$ cat src/rtl/commit_unit.sv
// commit_unit: in-order retirement buffer between dispatch and the rename commit port.
// Records dispatched instructions, collects out-of-order completions, retires one per cycle.
module commit_unit #(
  parameter int DEPTH   = 16,
  parameter int FETCH_W = 2,
  parameter int CMPL_W  = 2,
  parameter int TAG_W   = $clog2(DEPTH)
) (
  input  logic                            clk,
  input  logic                            reset,
  input  logic [FETCH_W-1:0]              disp_valid,
  input  logic [FETCH_W-1:0]              disp_rd_valid,
  input  logic [FETCH_W-1:0][4:0]         disp_arch_rd,
  input  logic [FETCH_W-1:0][5:0]         disp_phys_rd,
  input  logic [FETCH_W-1:0][5:0]         disp_old_phys,
  output logic                            disp_ready,
  output logic [FETCH_W-1:0][TAG_W-1:0]   disp_tag,
  input  logic [CMPL_W-1:0]               cmpl_valid,
  input  logic [CMPL_W-1:0][TAG_W-1:0]    cmpl_tag,
  input  logic                            flush,
  output logic                            commit_en,
  output logic [4:0]                      commit_arch_rd,
  output logic [5:0]                      commit_phys_rd,
  output logic                            free_en,
  output logic [5:0]                      free_phys,
  output logic                            retire_valid,
  output logic [TAG_W:0]                  count
);

  localparam logic [TAG_W:0] READY_MAX = (TAG_W+1)'(DEPTH - FETCH_W);

  logic [TAG_W-1:0] head_q;
  logic [TAG_W-1:0] tail_q;
  logic [DEPTH-1:0] alloc_q;
  logic [DEPTH-1:0] done_q;
  logic [DEPTH-1:0] has_rd_q;
  logic [4:0]       arch_rd_q  [DEPTH];
  logic [5:0]       phys_rd_q  [DEPTH];
  logic [5:0]       old_phys_q [DEPTH];

  logic [TAG_W:0]   n_valid;
  logic [TAG_W:0]   n_disp;
  logic [TAG_W:0]   n_retire;
  logic             disp_fire;
  logic             retire;

  assign disp_ready = (count <= READY_MAX);
  assign disp_fire  = disp_ready && !flush;
  assign retire     = (count != '0) && alloc_q[head_q] && done_q[head_q];
  assign n_disp     = disp_fire ? n_valid : '0;
  assign n_retire   = retire ? (TAG_W+1)'(1) : '0;

  // Valid lanes pack onto consecutive tail slots; idle lanes simply show tail+lane.
  always_comb begin
    n_valid  = '0;
    disp_tag = '0;
    for (int i = 0; i < FETCH_W; i++) begin
      if (disp_valid[i]) begin
        disp_tag[i] = tail_q + n_valid[TAG_W-1:0];
        n_valid     = n_valid + (TAG_W+1)'(1);
      end else begin
        disp_tag[i] = tail_q + TAG_W'(i);
      end
    end
  end

  always_ff @(posedge clk or negedge reset) begin
    if (!reset) begin
      head_q   <= '0;
      tail_q   <= '0;
      count    <= '0;
      alloc_q  <= '0;
      done_q   <= '0;
      has_rd_q <= '0;
      for (int i = 0; i < DEPTH; i++) begin
        arch_rd_q[i]  <= '0;
        phys_rd_q[i]  <= '0;
        old_phys_q[i] <= '0;
      end
    end else if (flush) begin
      head_q  <= '0;
      tail_q  <= '0;
      count   <= '0;
      alloc_q <= '0;
      done_q  <= '0;
    end else begin
      for (int c = 0; c < CMPL_W; c++) begin
        if (cmpl_valid[c] && alloc_q[cmpl_tag[c]]) begin
          done_q[cmpl_tag[c]] <= 1'b1;
        end
      end
      // Retire clear is issued after completions so it wins on the head slot.
      if (retire) begin
        alloc_q[head_q] <= 1'b0;
        done_q[head_q]  <= 1'b0;
        head_q          <= head_q + TAG_W'(1);
      end
      if (disp_fire) begin
        for (int i = 0; i < FETCH_W; i++) begin
          if (disp_valid[i]) begin
            alloc_q[disp_tag[i]]    <= 1'b1;
            done_q[disp_tag[i]]     <= 1'b0;
            has_rd_q[disp_tag[i]]   <= disp_rd_valid[i] && (disp_arch_rd[i] != 5'd0);
            arch_rd_q[disp_tag[i]]  <= disp_arch_rd[i];
            phys_rd_q[disp_tag[i]]  <= disp_phys_rd[i];
            old_phys_q[disp_tag[i]] <= disp_old_phys[i];
          end
        end
        tail_q <= tail_q + n_valid[TAG_W-1:0];
      end
      count <= count + n_disp - n_retire;
    end
  end

  // Commit outputs are single-cycle pulses, zero whenever nothing retires.
  always_ff @(posedge clk or negedge reset) begin
    if (!reset) begin
      retire_valid   <= 1'b0;
      commit_en      <= 1'b0;
      free_en        <= 1'b0;
      commit_arch_rd <= '0;
      commit_phys_rd <= '0;
      free_phys      <= '0;
    end else if (flush || !retire) begin
      retire_valid   <= 1'b0;
      commit_en      <= 1'b0;
      free_en        <= 1'b0;
      commit_arch_rd <= '0;
      commit_phys_rd <= '0;
      free_phys      <= '0;
    end else begin
      retire_valid   <= 1'b1;
      commit_en      <= has_rd_q[head_q];
      free_en        <= has_rd_q[head_q];
      commit_arch_rd <= arch_rd_q[head_q];
      commit_phys_rd <= phys_rd_q[head_q];
      free_phys      <= old_phys_q[head_q];
    end
  end

endmodule
$ cat config.mk
export PLATFORM = sky130hd
export DESIGN_NAME = commit_unit
export DESIGN_NICKNAME = d
export VERILOG_FILES = /design/src/rtl/commit_unit.sv
export SDC_FILE = /design/constraint.sdc
export NUM_CORES = 1
export LEC_CHECK = 0
export CORE_ASPECT_RATIO = 1.25
export CORE_MARGIN = 2
export CORE_UTILIZATION = 56
export CTS_BUF_LIST = sky130_fd_sc_hd__clkbuf_2 sky130_fd_sc_hd__clkbuf_4 sky130_fd_sc_hd__clkbuf_8
export CTS_CLUSTER_DIAMETER = 120
export CTS_CLUSTER_SIZE = 20
export DETAILED_ROUTE_END_ITERATION = 8
export PLACE_DENSITY = 0.78
export SETUP_SLACK_MARGIN = 0.15
export SYNTH_ARGS = -nofsm -noshare
export SYNTH_HDL_FRONTEND = slang
export SYNTH_SLANG_ARGS = --single-unit
export TNS_END_PERCENT = 1
$ cat constraint.sdc
create_clock -name clk -period 4.7 [get_ports clk]
set_input_delay 0.94 -clock clk [delete_from_list [all_inputs] [get_ports clk]]
set_output_delay 0.94 -clock clk [all_outputs]
set_load 0.02 [all_outputs]
==> Implementation_results.wiki, run 1 <==
{| class="wikitable"
! Metric !! Value
|-
| Total Wirelength || 58000 um
|-
| Comb pwr share || 0.304
|-
| Ys Warns || 0
|-
| Count of unique library cells instantiated by Yosys || 81
|-
| Portion of synthesized cell area occupied by the leading cell type || 0.435
|-
| Most frequent cell after synthesis || dfrtp_1
|-
| Detailed-routing iteration count for the pre-antenna-repair pass || 8
|-
| Synthesis-stage register bit count || 352
|-
| RSZ-0062 raised after global routing || false
|-
| Proportion of register bits with asynchronous set or reset after synthesis || 1.00
|-
| Net switching component of the power || 2.56 mW
|-
| Static Leak || 9.32 nW
|-
| Vias per std cell || 6.59
|-
| Power density relative to cell area || 358 nW/um^2
|-
| Vias in the first global route || 15400
|-
| Antenna violations before repair || 3
|-
| Critical Path Sink Type || output pin
|-
| Max-capacitance violation count || 0
|-
| Leftover overflow at the end of global routing || 0
|-
| Slowest Stage Delay on Critical Path || 620 ps
|-
| Summed negative setup slack over all endpoints || 0 ps
|-
| Max Freq || 234 MHz
|-
| TritonCTS clock tree || built
|-
| Clock latency of the later-clocked register in the worst-skew pair || 620 ps
|-
| Cell Chain, Critical Path || clkdlybuf4s50_1 -> inv_1 -> ha_1 -> inv_1 -> ha_1 -> ha_1 -> xor2_1 -> clkdlybuf4s50_1
|-
| Die height || 217 um
|-
| Count of nets after finishing || 1852
|-
| Number of levels in the clock H-tree || 1
|-
| Worst Hold Class || input port to asynchronous set/reset pin
|-
| Largest voltage drop on the vdd net || 0.000228 V
|-
| Most frequently used flop master after synthesis || dfrtp_1
|-
| CTS Buf Count || 21
|-
| Proportion of layout cells with a drive suffix above 1 || 0.207
|-
| Min Tclk post-route || 4260 ps
|-
| Chip width || 174 um
|-
| Number of I/O pins || 85
|-
| Outcome || complete, no violations
|-
| Dpl hpwl || 37100 um
|-
| Area Growth Syn to Fin || 8.55%
|-
| Type of the worst setup path || input port to output pin
|-
| Number of diodes added for antenna fixing || 0
|-
| Sequential cell area fraction in the yosys report || 0.435
|-
| CTS-repair resized insts || 0
|-
| Final Non-Filler Cells || 2256
|-
| First-pass GRT wire length || 90800 um
|-
| Total standard cell area after synthesis || 20300 sq um
|-
| Final clock skew || 27.0 ps
|-
| Int Power || 5.32 mW
|-
| Worst setup SP type || input port
|-
| Area inside the core boundary || 35600 sq um
|-
| Die outline area || 37700 sq um
|-
| Number of sinks handled by clock tree synthesis || 352
|-
| Final routed DRC violation total || 0
|-
| Proportion of power drawn by flip-flops and latches || 0.517
|-
| Critical path buffers and inverters || 4
|-
| Data arrival, critical path || 3320 ps
|-
| Number of endpoints with negative hold slack in the final report || 0
|-
| Routability-driven placement congestion ratio || 0.900
|-
| Synthesized instance count || 1777
|-
| Maximum buffer depth of the clock tree || 3
|-
| Setup-failing EPs final || 0
|-
| Clock tree root buffer cell || clkbuf_8
|-
| Initial Utilization || 0.570
|-
| Most used standard cells in the synthesized netlist || 352 x dfrtp_1, 231 x mux2i_1, 199 x nand2_1
|-
| Initial detailed-routing violation count || 1492
|-
| Post-synthesis average cell area || 11.4 sq um
|-
| Max-Slew Margin vs Limit || 0.314
|-
| Count of flip-flops with a built-in enable after synthesis || 0
|-
| Fill cells || 2801
|-
| Via total after detailed routing || 14900
|-
| Clock-pin slew on the worst setup and hold paths || 130 ps
|-
| Post-CTS Setup Bufs || 0
|-
| Number of buffers inserted for hold repair after clock tree synthesis || 0
|-
| Critical-path cell with the highest stage delay || clkdlybuf4s50_1
|-
| Critical path fanouts, max || 11
|-
| Count of input and output buffers || 84
|-
| Tightest Pin Transition || 1020 ps
|-
| Sw Ratio || 0.325
|-
| Most repeated library cell on the critical path || ha_1
|-
| Count of pins over their slew limit || 0
|-
| Top area cells in the synthesized netlist || dfrtp_1 43%, mux2i_1 11%, mux4_2 11%
|-
| Routed WL per cell || 25.7 um
|-
| CP top delay family || buffers and inverters
|-
| Period utilization || 0.907
|-
| Critical path required time || 3760 ps
|-
| Library cell with the largest summed area after synthesis || dfrtp_1
|-
| Post-synth net total || 1849
|-
| Number of standard-cell rows in the floorplan || 77
|-
| Portion of total power attributed to the clock network || 0.179
|-
| Placed cell count || 2231
|-
| Total Routing Usage GR || 0.312
|-
| Largest net degree at the start of global routing || 104
|-
| Detail Route Antenna Nets || 0
|}
[cell families (layout without fill, tap and decap cells)]
kind of cell	Yosys count	after routing	synth area share
xor+xnor	7	7	0.00303
simple gates	384	384	0.0936
fa+ha+maj	21	21	0.0137
flops	352	352	0.435
buf+inv	188	193	0.0444
compound gates	358	358	0.106
mux	467	467	0.305
[metrics by stage]
step                 util  total power, mW  cell area (sq um)  hold WS (ps)  setup slack, ps
floorplan               -             5.69              20300           445              998
global placement    0.609             6.35              21700           456              357
detailed placement  0.609             6.49              21700           465              285
CTS                 0.618             7.85              22000           400              447
global route        0.618             8.25              22000           407              267
finish              0.618             7.87              22000           329              435
[final cells by class]
cell class                      instances  area (sq um)  area share
Inverter                               18          67.6     0.00307
Timing Repair Buffer                  150          1450      0.0661
Clock buffer                           23           304      0.0138
Tap cell                              474           593      0.0270
Sequential cell                       352          8820       0.401
Multi-Input combinational cell       1237         10700       0.488
Clock inverter                          2          16.3    0.000740
[final timing paths]
path | slack, ps | startpoint | endpoint | depth (start not counted)
max reg2reg | 930 | head_q[1] | count[4] | 13
min in group clk | 490 | old_phys_q[12] | old_phys_q[12] | 2
max in group asynchronous | 3240 | reset | old_phys_q[44] | 2
max | 440 | disp_valid[0] | disp_tag[6] | 8
min | 330 | reset | done_q[6] | 1
min reg2reg | 490 | old_phys_q[12] | old_phys_q[12] | 2
[power by group through the flow]
stage	clock (mW)	combinational, mW	sequential, mW
5_1_grt	1.52	2.60	4.13
6_report	1.41	2.40	4.07
2_1_floorplan	0	1.69	3.99
3_5_place_dp	0	2.37	4.12
4_1_cts	1.42	2.38	4.05
3_3_place_gp	0	2.28	4.07
[cells in the final DEF, fill, tap and decap left out, drive strengths merged, types with 6 or more instances in the layout]
cell | Yosys | layout
o22ai | 17 | 17
dfrtp | 352 | 352
and3b | 8 | 8
buf | 76 | 67
o21ai | 198 | 198
and3 | 6 | 6
a211oi | 14 | 14
nand3b | 7 | 7
nor3b | 9 | 9
mux2i | 232 | 232
clkdlybuf4s50 | 0 | 83
mux4 | 102 | 102
a2111oi | 6 | 6
nand2 | 202 | 202
ha | 19 | 19
a2bb2oi | 9 | 9
a221oi | 7 | 7
mux2 | 133 | 133
nand2b | 8 | 8
a21oi | 60 | 60
nor4 | 7 | 7
nand3 | 12 | 12
nor3 | 6 | 6
clkbuf | 94 | 23
nor2b | 13 | 13
nor2 | 66 | 66
inv | 18 | 19
or3 | 6 | 6
o21a | 7 | 7
and2 | 21 | 21
[worst reg2reg max path: stages, from the launching register on]
cell,delay [ps]
dfrtp_4,680
mux4_1,630
mux2_2,310
o2111a_1,270
and2_2,250
ha_1,280
inv_1,40
ha_1,200
fa_1,470
a21oi_1,140
nor2_1,50
nor2_1,100
xor2_1,150
nor2_1,50
[flip-flops by register name, indices dropped and copies added (netlist names)]
register and count:
alloc_q 16, old_phys_q 96, arch_rd_q 80, has_rd_q 16
commit_phys_rd 6, tail_q 4, count 5, commit_en 1
retire_valid 1, phys_rd_q 96, done_q 16, head_q 4
commit_arch_rd 5, free_phys 6
[metal layers]
metal / global-route usage / wire (um)
met5: 0.0143 / 71
met1: 0.405 / 22500
met3: 0.0482 / 4110
met4: 0.141 / 2780
met2: 0.521 / 28500
No activity file was read; power rests on OpenSTA's default activity.
==> inputs of run 2 (changes only) <==
Settings changed: CTS_CLUSTER_DIAMETER 120 to default.
==> run 2 against run 1 <==
Utilization up 2.2 points. Largest cell class unchanged. Critical path depth unchanged. Power up 16%.
==> Implementation_results.wiki, run 2 (synthesized netlist as in run 1, its figures left out) <==
{| class="wikitable"
! Metric !! Value
|-
| Post-CTS Setup Bufs || 0 (unchanged)
|-
| Clock latency of the later-clocked register in the worst-skew pair || 630 ps (about the same)
|-
| Number of levels in the clock H-tree || 2 (+1)
|-
| CTS Buf Count || 55 (+160%)
|-
| Most Used Layer, Global Route || met2
|-
| Antenna violations before repair || 3 (unchanged)
|-
| Power density relative to cell area || 401 nW/um^2 (+12%)
|-
| Dpl hpwl || 37100 um (unchanged)
|-
| Startpoint of the lowest-slack register-to-register path || head_q[1]
|-
| Worst setup SP type || input port
|-
| Clock-pin slew on the worst setup and hold paths || 70 ps (-60 ps)
|-
| Number of sinks handled by clock tree synthesis || 352 (unchanged)
|-
| RSZ-0062 raised after global routing || false
|-
| Min Tclk post-route || 4270 ps (+3.24 ps)
|-
| Largest net degree at the start of global routing || 104 (unchanged)
|-
| Count of input and output buffers || 84 (unchanged)
|-
| Maximum buffer depth of the clock tree || 3 (unchanged)
|-
| Placed cell count || 2231 (unchanged)
|-
| Met1 capacity usage during global routing || 0.405 (-0.000545)
|-
| Tightest Pin Transition || 1030 ps (+4.81 ps)
|-
| Fill cells || 2733 (-2.4%)
|-
| Routed WL per cell || 25.4 um (-1.0%)
|-
| Type of the worst setup path || input port to output pin
|-
| Initial detailed-routing violation count || 1683 (+13%)
|-
| Clock tree root buffer cell || clkbuf_8
|-
| Number of I/O pins || 85 (unchanged)
|-
| Largest voltage drop on the vdd net || 0.000253 V (+11%)
|-
| Number of buffers inserted for hold repair after clock tree synthesis || 0 (unchanged)
|-
| Die outline area || 37700 sq um (unchanged)
|-
| Cell Chain, Critical Path || clkdlybuf4s50_1 -> inv_1 -> ha_1 -> inv_1 -> ha_1 -> ha_1 -> xor2_1 -> clkdlybuf4s50_1
|-
| Final routed DRC violation total || 0 (unchanged)
|-
| Via total after detailed routing || 15200 (+1.9%)
|-
| Met2 track demand over resource || 0.528 (+0.00704)
|-
| Commonest non-fill, non-tap cells in the layout || 350 x dfrtp_1, 231 x mux2i_1, 199 x nand2_1
|-
| Initial Utilization || 0.570 (unchanged)
|-
| Summed negative setup slack over all endpoints || 0 ps (unchanged)
|-
| Max-Slew Margin vs Limit || 0.311 (-0.00322)
|-
| Detail Route Antenna Nets || 0 (unchanged)
|-
| Slack of the worst reg-to-reg path || 930 ps (about the same)
|-
| Number of endpoints with negative hold slack in the final report || 0 (unchanged)
|-
| Data arrival, critical path || 3330 ps (about the same)
|-
| Most repeated library cell on the critical path || ha_1
|-
| Critical-path cell with the highest stage delay || clkdlybuf4s50_1
|-
| Total Routing Usage GR || 0.319 (+0.00686)
|-
| TritonCTS clock tree || built
|-
| Count of pins over their slew limit || 0 (unchanged)
|-
| Critical Path Sink Type || output pin
|-
| Setup-failing EPs final || 0 (unchanged)
|-
| Worst Hold Class || input port to asynchronous set/reset pin
|-
| Length in cells of the worst reg-to-reg path || 13 (unchanged)
|-
| Critical path fanouts, max || 11 (unchanged)
|-
| Area Growth Syn to Fin || 12.4%
|-
| Total Wirelength || 59100 um (+1.9%)
|-
| Largest regs || old_phys_q x96, phys_rd_q x96, arch_rd_q x80
|-
| FF/Latch Area || 8820 sq um (unchanged)
|-
| Number of diodes added for antenna fixing || 0 (unchanged)
|-
| Detailed-routing iteration count for the pre-antenna-repair pass || 5 (-3)
|-
| Proportion of layout cells with a drive suffix above 1 || 0.235 (+0.0288)
|-
| Reg2Reg Capture Point || count[4]
|-
| Chip width || 174 um (unchanged)
|-
| CTS-repair resized insts || 0 (unchanged)
|-
| Vias in the first global route || 15900 (+2.8%)
|-
| Routability-driven placement congestion ratio || 0.900 (unchanged)
|-
| Vias per std cell || 6.53 (-1.0%)
|-
| Hold slack || 324 ps (-4.61 ps)
|-
| Leading cell type in the layout, fill and taps excluded || dfrtp_1
|-
| Count of nets after finishing || 1886 (+1.8%)
|-
| Static Leak || 9.75 nW (+4.6%)
|-
| Met3 GRT Util || 0.0632 (+0.0149)
|-
| Period utilization || 0.908 (about the same)
|-
| Final Non-Filler Cells || 2323 (+3.0%)
|-
| Die height || 217 um (unchanged)
|-
| Smallest setup slack after layout || 432 ps (-3.24 ps)
|-
| First-pass GRT wire length || 92500 um (+1.8%)
|-
| Pre-CTS setup slack || 285 ps (unchanged)
|-
| Outcome || complete, no violations
|-
| Slowest Stage Delay on Critical Path || 620 ps (about the same)
|-
| Critical path required time || 3760 ps (about the same)
|-
| Max-capacitance violation count || 0 (unchanged)
|-
| Final clock skew || 25.5 ps (-1.43 ps)
|-
| Leftover overflow at the end of global routing || 0 (unchanged)
|-
| Area of combinational cells with multiple inputs || 10700 sq um (unchanged)
|-
| Number of standard-cell rows in the floorplan || 77 (unchanged)
|-
| Area inside the core boundary || 35600 sq um (unchanged)
|-
| Max Freq || 234 MHz (about the same)
|}
==> run 2: metal layers <==
layer | wire length, um | share of wire
met2 | 29100 | 0.49
met5 | 103 | 0.0017
met4 | 2980 | 0.050
met3 | 4440 | 0.075
met1 | 22500 | 0.38
==> run 2: worst max-delay path: cells and delay by family <==
kind | cells | cell delay, ps
buffers and inverters | 4 | 1350
adder cells (fa/ha/maj) | 3 | 850
XOR/XNOR | 1 | 180
==> run 2: report_power, final <==
group,total (mW),internal [mW],switching [mW]
registers,4.08,3.69,0.396
logic,2.40,1.21,1.19
clock network,2.65,1.41,1.24
total,9.13,6.31,2.83
==> run 2: through the flow <==
step	cell area, sq um	total power, mW	utilization
3_5_place_dp	21700	6.49	0.609
4_1_cts	22800	9.13	0.640
2_1_floorplan	20300	5.69	-
5_1_grt	22800	9.55	0.640
3_3_place_gp	21700	6.35	0.609
6_report	22800	9.13	0.640
==> run 2: area by class of cell <==
class,instances,share of cell area
tap,474,0.0260
inverter,18,0.00297
clock buffer,84,0.0458
clock inverter,8,0.00264
sequential,352,0.387
timing repair buffer,150,0.0639
multi-input combinational,1237,0.471
==> run 2: worst max path at each step <==
| stage | startpoint | endpoint | slack [ps] | cells after the start |
|---|---|---|---|---|
| detailed placement | disp_valid[0] | done_q[1] | 290 | 12 |
| CTS | disp_valid[0] | disp_tag[6] | 450 | 8 |
| floorplan | flush | count[4] | 1000 | 16 |
| global placement | disp_valid[0] | done_q[1] | 360 | 12 |
| global route | disp_valid[0] | disp_tag[6] | 270 | 8 |
| finish | disp_valid[0] | disp_tag[6] | 430 | 8 |
==> edit (flow settings as in run 2) <==
The parameter `CMPL_W` goes from 2 to 4.
--- a/src/rtl/commit_unit.sv
+++ b/src/rtl/commit_unit.sv
@@ -5,3 +5,3 @@
   parameter int FETCH_W = 2,
-  parameter int CMPL_W  = 2,
+  parameter int CMPL_W  = 4,
   parameter int TAG_W   = $clog2(DEPTH)
Interface: changed (resized cmpl_tag and cmpl_valid); port bits go from 85 to 95. The function was not compared with the original's and may differ.
==> edit against run 2 <==
Register-to-register slack worse by 0.20 ns; total power grew 1.9%; utilization rose by 0.48 points; count of clock-buffer cells in the layout fell by 5; sequential share of layout area decreased by 1.1 points; cell area rose by 2.9%; area after synthesis is 2.1% higher; sequential cell count stayed put; wire length is 0.40% lower; setup slack improved by 0.15 ns; largest cell class unchanged; highest routed layer is now met4.
==> edit: results <==
metrics = {
    "status": {
        "outcome": "complete, no violations",
    },
    "sta": {
        "worstMarginPinSlew_ns": 1.186,
        "finalHoldViolCount": 0,
        "fin_skew_ns": 0.01901,
        "whs_ns": 0.3863,
    },
    "detailed_routing": {
        "drt_first_pass_iters": 6,
        "wl_per_cell_um": 25.60,
        "first_iter_violations": 1490,
        "route.vias.total": 15116,
    },
    "grt": {
        "antenna_found_initial": 2,
        "grt_pass1_vias": 15760,
        "grt_pass1_wl_um": 92150,
        "grt_use_total_pct": 31.40,
        "grt_max_degree": 112,
    },
    "min_path": {
        "hold_path_class": "input port to asynchronous set/reset pin",
    },
    "synth": {
        "ys_seq_area_share_pct": 42.62,
        "async_flop_share_pct": 100.0,
        "synth_nets": 1797,
        "syn_inst": 1715,
        "ys_types": 80,
        "synth_area_leaders": "dfrtp_1 43%, mux2_2 17%, mux4_2 11%, mux2i_1 6.4%, o21ai_0 3.0%",
        "synth_common_cells": "352 x dfrtp_1, 320 x mux2_2, 141 x nand2_1, 132 x mux2i_1, 123 x o21ai_0",
    },
    "clock_network": {
        "post-cts-setup-buffers": 0,
        "cts_resized": 0,
        "cts_made_buffers": 55,
        "hold_buffers": 0,
        "clkTransAtPathRegs_ns": 0.07,
        "root_buffer": "clkbuf_8",
        "clockBufferDepth": 3,
        "clk_latency_ns": 0.64,
    },
    "setup_path": {
        "regToRegStartpoint": "head_q[0]",
        "ff2ff_setup_slack_ns": 0.73,
        "worstPathMaxFanout": 6,
        "r2r_end": "count[4]",
        "cp.arrival_ns": 3.18,
        "reg2regPathDepth": 13,
    },
    "final_layout": {
        "num-nets-final": 1860,
        "fillCellCount": 2783,
        "drive_gt1_share_pct": 34.85,
        "fin_cells": 2300,
        "multi_input_area_um2": 11230,
    },
    "placement": {
        "dp.cells": 2201,
        "hpwl_um": 38190,
        "preCtsSetupSlack_ns": 0.3288,
        "placed_cell_area_um2": 22260,
        "port_buffers": 94,
        "gp_congestion": 0.9350,
    },
    "power_and_ir_drop": {
        "power.leakage_nw": 9.810,
        "switching_share_pct": 30.95,
        "ir_drop_v": 0.0002072,
    },
}
-- edit: changes by cell type after synthesis, moves of 10 or more --
cell / change
a41oi_1: +12
nand3_1: +16
o21ai_0: -72
o22ai_1: -10
a31oi_1: +17
a21oi_1: -33
nand2_1: -58
mux2_2: +200
mux2i_1: -99
nor2_1: -30
-- edit: worst max-delay path by stage --
stage / startpoint / endpoint / slack, ns / depth (start not counted)
finish: disp_valid[1] / disp_tag[6] / 0.58 / 8
global route: disp_valid[0] / disp_tag[6] / 0.42 / 9
CTS: disp_valid[1] / disp_tag[6] / 0.58 / 8
detailed placement: disp_valid[1] / old_phys_q[50] / 0.33 / 11
global placement: disp_valid[1] / has_rd_q[7] / 0.37 / 11
floorplan: disp_valid[0] / old_phys_q[43] / 0.92 / 11
-- edit: cell type report --
class | instances | area share, %
multi-input cells | 1187 | 47.93
flip-flops and latches | 352 | 37.64
repair buffers | 156 | 6.452
clock buffers | 79 | 4.294
well taps | 480 | 2.564
clock inverters | 19 | 0.6943
inverters | 26 | 0.4166
diodes | 1 | 0.01068
-- edit: worst max-delay path, cell delays in order --
cell	delay (ns)
clkdlybuf4s50_1	0.57
ha_1	0.18
inv_1	0.04
ha_1	0.24
ha_1	0.26
nand2b_1	0.22
nand2_1	0.12
clkdlybuf4s50_1	0.61
-- edit: cell families (layout without fill, tap and decap cells) --
| kind of cell | Yosys count | count (layout) | synth area share (%) |
|---|---|---|---|
| simple gates | 330 | 330 | 8.288 |
| buf+inv | 176 | 280 | 3.711 |
| mux | 565 | 565 | 35.80 |
| fa+ha+maj | 21 | 21 | 1.344 |
| other cells | 0 | 1 | 0 |
| compound gates | 265 | 265 | 7.991 |
| flops | 352 | 352 | 42.62 |
| xor+xnor | 6 | 6 | 0.2543 |
-- edit: layer usage --
| metal | up-vias | share of wire [%] | track usage (%) | wire [um] |
|---|---|---|---|---|
| li1 | 6532 | - | - | - |
| met4 | 0 | 4.6 | 14.24 | 2693 |
| met3 | 177 | 6.5 | 5.371 | 3802 |
| met5 | - | 0 | 0 | 0 |
| met2 | 638 | 50 | 52.47 | 29340 |
| met1 | 7769 | 39 | 40.33 | 23040 |
-- edit: power by group through the flow --
| stage | Combinational (W) | Sequential (W) | Clock [W] |
|---|---|---|---|
| floorplan | 0.00175 | 0.00399 | 0 |
| global placement | 0.00237 | 0.00407 | 0 |
| detailed placement | 0.00245 | 0.00412 | 0 |
| CTS | 0.00247 | 0.00407 | 0.00277 |
| global route | 0.00268 | 0.00416 | 0.00291 |
| finish | 0.00248 | 0.00409 | 0.00273 |
